==> src/rtl/ysyx_25040105_lsu_pkg.sv <==
// ysyx_25040105_lsu_pkg
//   Shared constants for the load/store unit: RV32I funct3 codes for the
//   memory access sizes and the 2-bit FSM state encoding.
package ysyx_25040105_lsu_pkg;

    localparam logic [2:0] F3_B  = 3'b000;
    localparam logic [2:0] F3_H  = 3'b001;
    localparam logic [2:0] F3_W  = 3'b010;
    localparam logic [2:0] F3_BU = 3'b100;
    localparam logic [2:0] F3_HU = 3'b101;

    typedef enum logic [1:0] {
        S_IDLE = 2'd0,
        S_REQ  = 2'd1,
        S_WAIT = 2'd2,
        S_DONE = 2'd3
    } lsu_state_t;

endpackage

==> src/rtl/ysyx_25040105_lsu_align.sv <==
// ysyx_25040105_lsu_align
//   Purely combinational byte-lane steering for the LSU.
//   Build option: LSU_MISALIGN_TRAP_EN adds the misalignment check ports.
// Ports
//   addr_lo    in   2   low address bits of the latched access
//   funct3     in   3   RV32I funct3 of the latched access
//   wen        in   1   1 = store
//   wdata      in   32  unshifted store data
//   word       in   32  aligned memory word returned for a load
//   wmask      out  4   byte-lane enables (0 for loads)
//   wdata_sh   out  32  store data moved onto its byte lanes
//   rdata_ext  out  32  extracted and extended load value
//   chk_*      in       live (not yet latched) access, only with the trap option
//   misalign   out  1   live access is misaligned, only with the trap option
module ysyx_25040105_lsu_align
    import ysyx_25040105_lsu_pkg::*;
(
    input  logic [1:0]  addr_lo,
    input  logic [2:0]  funct3,
    input  logic        wen,
    input  logic [31:0] wdata,
    input  logic [31:0] word,
`ifdef LSU_MISALIGN_TRAP_EN
    input  logic [1:0]  chk_addr_lo,
    input  logic [2:0]  chk_funct3,
    input  logic        chk_wen,
    output logic        misalign,
`endif
    output logic [3:0]  wmask,
    output logic [31:0] wdata_sh,
    output logic [31:0] rdata_ext
);

    logic [7:0]  byte_sel;
    logic [15:0] half_sel;

    // Store lanes: bytes use the full offset, halves only a[1], words none.
    always_comb begin
        wmask    = 4'b0000;
        wdata_sh = wdata;
        case (funct3)
            F3_B: begin
                wdata_sh = wdata << {addr_lo, 3'b000};
                if (wen) wmask = 4'b0001 << addr_lo;
            end
            F3_H: begin
                wdata_sh = wdata << {addr_lo[1], 4'b0000};
                if (wen) wmask = 4'b0011 << {addr_lo[1], 1'b0};
            end
            default: begin
                if (wen) wmask = 4'b1111;
            end
        endcase
    end

    always_comb begin
        byte_sel = word[7:0];
        case (addr_lo)
            2'd0: byte_sel = word[7:0];
            2'd1: byte_sel = word[15:8];
            2'd2: byte_sel = word[23:16];
            2'd3: byte_sel = word[31:24];
            default: byte_sel = word[7:0];
        endcase
        half_sel = addr_lo[1] ? word[31:16] : word[15:0];
    end

    always_comb begin
        rdata_ext = word;
        case (funct3)
            F3_B:    rdata_ext = {{24{byte_sel[7]}}, byte_sel};
            F3_BU:   rdata_ext = {24'd0, byte_sel};
            F3_H:    rdata_ext = {{16{half_sel[15]}}, half_sel};
            F3_HU:   rdata_ext = {16'd0, half_sel};
            default: rdata_ext = word;
        endcase
    end

`ifdef LSU_MISALIGN_TRAP_EN
    // Stores only know B/H/W; funct3 100/101 on a store is a word access.
    always_comb begin
        misalign = 1'b0;
        case (chk_funct3)
            F3_B:    misalign = 1'b0;
            F3_H:    misalign = chk_addr_lo[0];
            F3_BU:   misalign = chk_wen ? (chk_addr_lo != 2'b00) : 1'b0;
            F3_HU:   misalign = chk_wen ? (chk_addr_lo != 2'b00) : chk_addr_lo[0];
            default: misalign = (chk_addr_lo != 2'b00);
        endcase
    end
`endif

endmodule

==> src/rtl/ysyx_25040105_lsu.sv <==
// ysyx_25040105_lsu
//   Multi-cycle load/store unit behind the EXU. Accepts one access, issues a
//   single word-aligned request on the memory port, waits for the response
//   and hands the extended load value to write-back. One access in flight.
//   Build option: LSU_MISALIGN_TRAP_EN makes misaligned accesses finish
//   immediately with out_err=1 and no memory request; without it out_err=0.
// Ports
//   clk, rst                   clock, synchronous active-high reset
//   in_valid/in_ready          access handshake from the EXU
//   in_addr/in_wdata/in_wen/in_funct3   access description
//   out_valid/out_ready        result handshake to write-back
//   out_rdata/out_err          load value (0 for stores), misalign flag
//   mem_req_*                  request channel (valid/ready, addr, wen, wdata, wmask)
//   mem_resp_valid/rdata       response channel, always accepted in WAIT
//
// state  | meaning
// IDLE   | ready for a new access
// REQ    | request presented, waiting for mem_req_ready
// WAIT   | request taken, waiting for mem_resp_valid
// DONE   | result presented, waiting for out_ready
module ysyx_25040105_lsu
    import ysyx_25040105_lsu_pkg::*;
#(
    parameter int ADDR_W = 32,
    parameter int DATA_W = 32
) (
    input  logic                clk,
    input  logic                rst,
    input  logic                in_valid,
    output logic                in_ready,
    input  logic [ADDR_W-1:0]   in_addr,
    input  logic [DATA_W-1:0]   in_wdata,
    input  logic                in_wen,
    input  logic [2:0]          in_funct3,
    output logic                out_valid,
    input  logic                out_ready,
    output logic [DATA_W-1:0]   out_rdata,
    output logic                out_err,
    output logic                mem_req_valid,
    input  logic                mem_req_ready,
    output logic [ADDR_W-1:0]   mem_req_addr,
    output logic                mem_req_wen,
    output logic [DATA_W-1:0]   mem_req_wdata,
    output logic [DATA_W/8-1:0] mem_req_wmask,
    input  logic                mem_resp_valid,
    input  logic [DATA_W-1:0]   mem_resp_rdata
);

    lsu_state_t        state_q, state_d;
    logic              accept;
    logic [ADDR_W-1:0] addr_q;
    logic [DATA_W-1:0] wdata_q;
    logic              wen_q;
    logic [2:0]        f3_q;
    logic [DATA_W-1:0] rdata_q;
    logic [3:0]        al_wmask;
    logic [31:0]       al_wdata;
    logic [31:0]       al_rdata;
`ifdef LSU_MISALIGN_TRAP_EN
    logic              misalign_now;
    logic              err_q;
`endif

    assign accept = in_valid && in_ready;

    ysyx_25040105_lsu_align u_align (
        .addr_lo     (addr_q[1:0]),
        .funct3      (f3_q),
        .wen         (wen_q),
        .wdata       (wdata_q),
        .word        (mem_resp_rdata),
`ifdef LSU_MISALIGN_TRAP_EN
        .chk_addr_lo (in_addr[1:0]),
        .chk_funct3  (in_funct3),
        .chk_wen     (in_wen),
        .misalign    (misalign_now),
`endif
        .wmask       (al_wmask),
        .wdata_sh    (al_wdata),
        .rdata_ext   (al_rdata)
    );

    always_ff @(posedge clk) begin
        if (rst) state_q <= S_IDLE;
        else     state_q <= state_d;
    end

    always_comb begin
        state_d = state_q;
        case (state_q)
            S_IDLE: begin
                if (in_valid) begin
`ifdef LSU_MISALIGN_TRAP_EN
                    state_d = misalign_now ? S_DONE : S_REQ;
`else
                    state_d = S_REQ;
`endif
                end
            end
            S_REQ:   if (mem_req_ready)  state_d = S_WAIT;
            S_WAIT:  if (mem_resp_valid) state_d = S_DONE;
            S_DONE:  if (out_ready)      state_d = S_IDLE;
            default: state_d = S_IDLE;
        endcase
    end

    always_comb begin
        in_ready      = (state_q == S_IDLE);
        mem_req_valid = (state_q == S_REQ);
        out_valid     = (state_q == S_DONE);
    end

    // Access copy and result register. The result is cleared on accept so a
    // trapped access (which never sees WAIT) reports zero.
    always_ff @(posedge clk) begin
        if (rst) begin
            addr_q  <= '0;
            wdata_q <= '0;
            wen_q   <= 1'b0;
            f3_q    <= 3'b000;
            rdata_q <= '0;
`ifdef LSU_MISALIGN_TRAP_EN
            err_q   <= 1'b0;
`endif
        end else if (accept) begin
            addr_q  <= in_addr;
            wdata_q <= in_wdata;
            wen_q   <= in_wen;
            f3_q    <= in_funct3;
            rdata_q <= '0;
`ifdef LSU_MISALIGN_TRAP_EN
            err_q   <= misalign_now;
`endif
        end else if (state_q == S_WAIT && mem_resp_valid) begin
            rdata_q <= wen_q ? '0 : al_rdata;
        end
    end

    assign mem_req_addr  = {addr_q[ADDR_W-1:2], 2'b00};
    assign mem_req_wen   = wen_q;
    assign mem_req_wdata = al_wdata;
    assign mem_req_wmask = al_wmask;
    assign out_rdata     = rdata_q;
`ifdef LSU_MISALIGN_TRAP_EN
    assign out_err       = err_q;
`else
    assign out_err       = 1'b0;
`endif

endmodule

==> config.mk <==
export PLATFORM = sky130hd
export DESIGN_NAME = ysyx_25040105_lsu
export DESIGN_NICKNAME = d
export VERILOG_FILES = /design/src/rtl/ysyx_25040105_lsu_pkg.sv /design/src/rtl/ysyx_25040105_lsu_align.sv /design/src/rtl/ysyx_25040105_lsu.sv
export SDC_FILE = /design/constraint.sdc
export NUM_CORES = 1
export LEC_CHECK = 0
export ABC_AREA = 1
export BUFFER_PORTS_ARGS = -buffer_cell sky130_fd_sc_hd__buf_2
export CORE_MARGIN = 3
export CORE_UTILIZATION = 35
export CTS_BUF_LIST = sky130_fd_sc_hd__clkbuf_8 sky130_fd_sc_hd__clkbuf_16
export DETAILED_ROUTE_END_ITERATION = 16
export SLEW_MARGIN = 15
export SYNTH_ARGS = -nofsm -noshare
export SYNTH_HDL_FRONTEND = slang
export SYNTH_SLANG_ARGS = --single-unit
==> constraint.sdc <==
create_clock -name clk -period 2 [get_ports clk]
set_input_delay 0.1 -clock clk [delete_from_list [all_inputs] [get_ports clk]]
set_output_delay 0.1 -clock clk [all_outputs]
set_load 0.02 [all_outputs]
==> key figures, run 1 <==
Run status
  – Run status: finished, final reports clean

Critical path
  – Worst Setup End Kind: output port
  – Worst path bufs/invs: 5
  – Data required, critical path: ~1900 ps
  – WS Path Type: flip-flop to output port
  – Crit-path most repeated cell: inv_2
  – Startpoint Class: flip-flop
  – Worst EP arrival: between 1500 and 2000 ps
  – Worst path max stage delay: around 350 ps
  – Crit path cell chain: inv_2 -> nand3_2 -> nand2_2 -> inv_4 -> a21oi_4 -> buf_8 -> o211ai_1 -> o21ai_1 -> inv_2 -> buf_2
  – Crit path max fanout: 11
  – Worst path top cell family by delay: buffers and inverters
  – Crit-path slowest cell: dfxtp_2

Floorplanning
  – Die span in x: between 100 and 150 um
  – Die area: 16200 um2
  – Die height: between 100 and 150 um
  – FP Rows: 43
  – # IOs: roughly 210
  – Core area: 14100 um2
  – Initial Util: between 30% and 40%

Synthesis
  – Avg Inst Size Synth: 6.67 um2
  – Post-synthesis cell area: between 5000 and 6000 um2
  – Yosys cell types: 29
  – Flops & latches, synth: 102
  – Yosys warnings: 0
  – Register area share after synthesis: a little under 40%
  – Cells after Synth: 773

Layout
  – Fillers: between 1500 and 2000
  – Fraction of layout cells with a size suffix above 1: approximately 28%
  – Layout area overhead: 31.4%
  – Design Area, Final: between 6000 and 7000 um2
  – Area of the multi-input gates: about 2500 um2
  – Seq. cell area: 2040 um2
  – Nets: 1073
  – Final Core Density: between 40% and 50%

Placed design
  – Port buffer count: just over 200
  – Post-DP Area: 6130 um2
  – Detailed Place HPWL: around 12 mm
  – Gpl congestion: between 0.8 and 0.9
  – Pre-CTS WS: around 230 ps

STA
  – Crit path setup slack, layout: 96.3 ps
  – Fmax: between 500 and 600 MHz
  – Unrepaired setup endpoints after global routing: true
  – Clock Skew: between 7 and 8 ps
  – Fin crit share: 95.2%
  – Minimum clock period after layout: about 1900 ps
  – Final TNS setup: 0 ps
  – Final Hold Vio Count: 0
  – Slew headroom: 45.9%
  – Slew @ Worst Pin: 811 ps
  – Final setup violation count: 0
  – Final slew viol count: 0

CTS
  – Num CTS Buffers: 9
  – Root Buffer: clkbuf_16
  – CTS max path bufs: 2
  – Worst-path clk slew: about 70 ps
  – CTS Sinks: roughly 100
  – Clock Latency Late Sink: ~340 ps
  – CTS tree: done
  – H-tree depth: 3

Power
  – VDD IR max: ~0.00062 V
  – Lkg Pwr: 0.00331 uW
  – Power per Cell Area: around 1300 nW/um2

Min path
  – Hold Crit Class: input pin to flip-flop

Global route
  – M3 GR Usage: approximately 6.9%
  – Global Route Usage Sum: 19.6%
  – Layer with the highest usage: met2
  – First-pass GRT wire length: 25.7 mm
  – Met1 usage: approximately 24%
  – Initial antenna violation count: 2
  – Vias in the first global route: 5083
  – GR Layer Usage met2: 32.5%
  – Pin count of the biggest net entering global routing: 52
  – Aggregate global routing overflow: 0

Drt
  – Vias: between 5000 and 6000
  – Avg Vias per Cell: between 4 and 5
  – Residual DRC count: 0
  – Iter 0 DRT Violations: between 300 and 400
  – Drt wl/cell: roughly 14 um
  – DR pass1 iterations: 5
  – Post-route ant nets: 0
  – WL final: between 15 and 20 mm

Run
  – Max_cap viols: 0
## sequential cells by signal, summed over array words and instances (netlist names)
| signal | flops |
|---|---|
| out_rdata | 32 |
| wdata_q | 32 |
| f3_q | 3 |
| mem_req_wen | 1 |
| addr_q | 32 |
| state_q | 2 |
## worst min-delay path, cell delays in order
cell,delay [ps]
buf_2,70
o21ai_0,70
nor2_1,80
## stage by stage
stage | cells | total power, uW | hold slack (ps)
2_1_floorplan | 775 | 5970 | 178
5_1_grt | 1146 | 9490 | 18.7
3_3_place_gp | 1099 | 7110 | 311
3_5_place_dp | 1099 | 7130 | 315
4_1_cts | 1141 | 8760 | 1.40
6_report | 1147 | 8830 | 16.8
## power breakdown
group          switching, uW  internal (uW)
sequential               263           2460
clock                    725            815
combinational           3050           1520
total                   4040           4800
## cell families after synthesis
| group | share of synthesized area, % |
|---|---|
| other | 0.0728 |
| DFF | 39.6 |
| adders and majority gates | 0.971 |
| and+or+nand+nor | 23.7 |
| AOI/OAI and AO/OA | 22.6 |
| buffers and inverters | 13.0 |
## cell usage in the layout (no fill, tap or decap), drive strengths merged, types with 3 or more instances in the layout
master       Yosys  final
clkbuf          28      9
ha               4      4
dlygate4sd3      0     28
nor2           147    147
dfxtp          102    102
o21ai          110    110
nand2          143    143
nor3             3      3
buf             54    231
conb             1      3
o22ai           10     10
inv             55     59
o211ai          16     16
nand3           17     17
a21oi           78     78
## Yosys cell counts
master | instances | share of area (%)
nor2_1 | 146 | 11
nand2_1 | 140 | 10
dfxtp_1 | 102 | 40
o21ai_0 | 85 | 8.3
a21oi_1 | 77 | 7.5
inv_1 | 44 | 3.2
buf_4 | 36 | 5.2
clkbuf_1 | 28 | 2.0
o21ai_1 | 25 | 2.4
nand3_1 | 16 | 1.6
o211ai_1 | 16 | 2.3
inv_2 | 11 | 0.80
buf_2 | 10 | 0.97
o22ai_1 | 10 | 1.2
buf_1 | 7 | 0.51
ha_1 | 4 | 0.97
nor3_1 | 3 | 0.29
nand2_2 | 2 | 0.24
a211oi_1 | 1 | 0.15
a21oi_4 | 1 | 0.32
a221oi_1 | 1 | 0.17
a31oi_1 | 1 | 0.12
buf_6 | 1 | 0.22
conb_1 | 1 | 0.073
nand2_4 | 1 | 0.22
nand3_4 | 1 | 0.34
nand4_1 | 1 | 0.12
nor2_2 | 1 | 0.12
o221ai_1 | 1 | 0.17
## final timing paths
check	start	endpoint	slack, ps	cells past startpoint
min reg2reg	out_rdata[7]	out_rdata[7]	460	2
min	in_wdata[25]	wdata_q[25]	20	3
max	f3_q[0]	mem_req_wdata[23]	100	10
max reg2reg	state_q[0]	addr_q[13]	270	6
## metal layers
layer,up-vias,part of all wire (%)
li1,2856,-
met2,211,47
met1,2475,42
met4,4,1.3
met3,20,9.6
met5,-,0.13
## repair_timing
| item | in CTS | in global routing |
|---|---|---|
| hold endpoints to repair | 28 | 0 |
| resized for setup | 4 | 17 |
| pin swaps | 0 | 2 |
| setup endpoints to repair | 18 | 24 |
| hold buffers | 28 | 0 |
| buffers inserted | 0 | 5 |
## final cells by class
type	instances	area share, %
multi-input cells	536	36.8
flip-flops and latches	102	30.2
clock buffers	9	3.33
diodes	1	0.0369
inverters	55	3.09
well taps	180	3.33
repair buffers	259	22.9
clock inverters	5	0.351
Note: power is estimated with default switching activity, not from simulation.
==> run 2: changes to the inputs <==
- SYNTH_HIERARCHICAL: default -> 1
==> run 2 against run 1 <==
Net effect:
- worst hold slack worse by 5.8 ps
- sequential power is 5% higher
- largest power group unchanged
- critical endpoint is now mem_req_wdata[14]
- largest cell class unchanged
- count of clock-buffer cells in the layout increased by 1
- first-iteration DRC count up 11%
==> key figures, run 2 <==
Run status
  – Run status: finished, final reports clean (unchanged)

Layout
  – Fillers: 1661 (was 1547)
  – Commonest non-fill, non-tap cell in the layout: buf_2 (unchanged)
  – Nets: 1150 (was 1073)
  – Most frequent cells in the layout: buf_2, nor2_1, nand2_1 (unchanged)
  – Fraction of layout cells with a size suffix above 1: 27.6% (was 27.8%)
  – Layout area overhead: 29.2% (was 31.4%)
  – Design Area, Final: 7270 um2 (was 6770 um2)

Critical path
  – Worst path max stage delay: 390 ps (was 350 ps)
  – Startpoint Class: flip-flop (unchanged)
  – Worst Setup End Kind: output port (unchanged)
  – Crit path cell chain: inv_8 -> nand2_8 -> nor2_2 -> nand3_1 -> o21ai_0 -> buf_2 (was inv_2 -> nand3_2 -> nand2_2 -> inv_4 -> a21oi_4 -> buf_8 -> o211ai_1 -> o21ai_1 -> inv_2 -> buf_2)
  – Worst path top cell family by delay: simple AND/OR/NAND/NOR gates (was buffers and inverters)
  – Worst EP arrival: 1820 ps (was 1800 ps)
  – Crit path max fanout: 15 (was 11)
  – Data required, critical path: 1900 ps (about the same)
  – Crit-path slowest cell: nor2_2 (was dfxtp_2)
  – WS Path Type: flip-flop to output port (unchanged)
  – Worst path bufs/invs: 2 (was 5)

Drt
  – Iter 0 DRT Violations: 414 (was 374)
  – WL final: 18.3 mm (was 16.6 mm)
  – Avg Vias per Cell: 4.79 (was 4.85)
  – Vias: 6018 (was 5566)
  – DR pass1 iterations: 5 (unchanged)
  – Post-route ant nets: 0 (unchanged)
  – Residual DRC count: 0 (unchanged)
  – Drt wl/cell: 14.6 um (was 14.4 um)

Power
  – Gate power share: 51.7% (about the same)
  – Part of the power in the clock network: 18.7% (was 17.4%)
  – P_sw: 4470 uW (was 4040 uW)
  – Pint: 5200 uW (was 4800 uW)
  – Switching part of the total: 46.2% (was 45.7%)
  – Power per Cell Area: 1330 nW/um2 (was 1300 nW/um2)
  – Part of the power in registers: 29.6% (was 30.9%)
  – Lkg Pwr: 0.00357 uW (was 0.00331 uW)
  – VDD IR max: 0.000612 V (was 0.000620 V)

Floorplanning
  – Die span in x: 133 um (was 127 um)
  – Core area: 15500 um2 (was 14100 um2)
  – Die area: 17600 um2 (was 16200 um2)
  – # IOs: 211 (unchanged)
  – Initial Util: 36.3% (was 36.4%)
  – FP Rows: 45 (was 43)
  – Die height: 133 um (was 127 um)

STA
  – Fin Hold WS: 10.9 ps (was 16.8 ps)
  – Final setup violation count: 0 (unchanged)
  – Final slew viol count: 0 (unchanged)
  – Clock Skew: 7.71 ps (was 7.15 ps)
  – Crit path setup slack, layout: 77.3 ps (was 96.3 ps)
  – Unrepaired setup endpoints after global routing: true (unchanged)
  – Final Hold Vio Count: 0 (unchanged)
  – Final TNS setup: 0 ps (unchanged)
  – Slew headroom: 62.8% (was 45.9%)
  – Minimum clock period after layout: 1920 ps (was 1900 ps)
  – Fin crit share: 96.1% (was 95.2%)
  – Fmax: 520 MHz (was 525 MHz)
  – Slew @ Worst Pin: 557 ps (was 811 ps)

Synthesis
  – Register area share after synthesis: 36.3% (was 39.6%)
  – Post-synthesis cell area: 5630 um2 (was 5150 um2)
  – Yosys warnings: 6 (was 0)
  – Count leader, synth: nor2_1 (unchanged)
  – Async S/R FF share, synth: 0% (unchanged)
  – Post-synth EDFFs: 0 (unchanged)
  – Avg Inst Size Synth: 6.66 um2 (was 6.67 um2)
  – Yosys cell types: 32 (was 29)
  – Synth area leader: dfxtp_1 (unchanged)
  – Cells after Synth: 845 (was 773)
  – Flops & latches, synth: 102 (unchanged)
  – Top cell type's share of synthesized area: 36.3% (was 39.6%)
  – Ys flop type: dfxtp_1 (unchanged)
  – Area contributors post-synth: dfxtp_1, nor2_1, nand2_1, nand3_1, o21ai_0 (was dfxtp_1, nor2_1, nand2_1, o21ai_0, a21oi_1)
  – Commonest cells in the netlist: nor2_1, nand2_1, dfxtp_1, nand3_1, o21ai_0 (was nor2_1, nand2_1, dfxtp_1, o21ai_0, a21oi_1)

Global route
  – Initial antenna violation count: 4 (was 2)
  – Vias in the first global route: 5535 (was 5083)
  – First-pass GRT wire length: 28.9 mm (was 25.7 mm)
  – Aggregate global routing overflow: 0 (unchanged)
  – Pin count of the biggest net entering global routing: 51 (was 52)
  – Global Route Usage Sum: 20.2% (was 19.6%)

CTS
  – CTS max path bufs: 2 (unchanged)
  – CTS Sinks: 102 (unchanged)
  – CTS tree: done (unchanged)
  – Clock Latency Late Sink: 350 ps (was 340 ps)
  – Num CTS Buffers: 9 (unchanged)
  – Root Buffer: clkbuf_16 (unchanged)
  – Worst-path clk slew: 70 ps (about the same)
  – H-tree depth: 3 (unchanged)

Placed design
  – Detailed Place HPWL: 13.0 mm (was 12.1 mm)
  – Post-DP Area: 6500 um2 (was 6130 um2)
  – Pre-CTS WS: 3.62 ps (was 231 ps)
  – Gpl congestion: 0.879 (was 0.839)
  – Port buffer count: 207 (unchanged)

Run
  – Max_cap viols: 0 (unchanged)

Min path
  – Hold Crit Class: input pin to flip-flop (unchanged)
[run 2: changes by cell type in the layout (fill, tap and decap cells not counted), moves of 4 or more]
cell / delta
nand3_1: +75
a21oi_1: -34
nor2_1: +32
nand2_1: +29
o21ai_1: -16
o211ai_1: -13
inv_1: -9
o21ai_2: +8
dlygate4sd3_1: +5
inv_2: -5
o21ai_0: -5
buf_4: +4
[run 2: worst paths after layout]
check | cells after the start | slack [ps] | start | to
max | 6 | 80 | f3_q[1] | mem_req_wdata[14]
min reg2reg | 2 | 460 | out_rdata[7] | out_rdata[7]
max reg2reg | 7 | 310 | addr_q[1] | out_rdata[23]
min | 3 | 10 | in_addr[29] | addr_q[29]
[run 2: layout make-up]
cell class	count	area (um2)	share of cell area [%]
Antenna cell	1	2.50	0.0344
Clock buffer	10	239	3.29
Clock inverter	6	61.3	0.843
Inverter	46	185	2.55
Multi-Input combinational cell	615	2880	39.6
Sequential cell	102	2050	28.1
Tap cell	211	264	3.63
Timing Repair Buffer	265	1590	21.9
[run 2: logic make-up after synthesis]
group,Yosys count,share of synthesized area (%)
fa+ha+maj,5,1.11
compound gates,152,14.4
simple gates,455,34.7
other cells,1,0.0666
flops,102,36.3
buf+inv,130,13.4
[run 2: per-layer routing]
metal / up-vias / GRT usage, % / wire length [um]
li1: 3085 / - / -
met1: 2712 / 27.2 / 8410
met2: 185 / 31.8 / 8340
met3: 28 / 5.29 / 1190
met4: 8 / 6.12 / 303
met5: - / 0 / 50
[run 2: repair_timing]
action                     4_1_cts  5_1_grt
hold buffers                    33        0
buffers inserted                 0       10
setup endpoints to repair       20       39
gates resized for setup          3        7
hold endpoints to repair        33        0
pin swaps                        0        4
[run 2: stage by stage]
step / total power, uW / util [%] / std cells
6_report: 9680 / 47.0 / 1256
3_3_place_gp: 7670 / 42.0 / 1196
5_1_grt: 10400 / 46.9 / 1255
3_5_place_dp: 7690 / 42.0 / 1196
2_1_floorplan: 6570 / - / 847
4_1_cts: 9580 / 46.1 / 1245
[run 2: power groups by stage]
stage	logic, uW	clock network, uW	registers (uW)
2_1_floorplan	3710	0	2860
3_3_place_gp	4780	0	2890
3_5_place_dp	4790	0	2900
4_1_cts	4860	1860	2870
5_1_grt	5550	1940	2930
6_report	5000	1810	2870
[run 2: worst register-to-register path: stages (launching register included)]
cell and delay (ps):
dfxtp_2 370, inv_2 210, nand2_1 110, nand3_1 140
nand4_4 360, nand3_1 190, nand3_1 90, a21oi_1 150
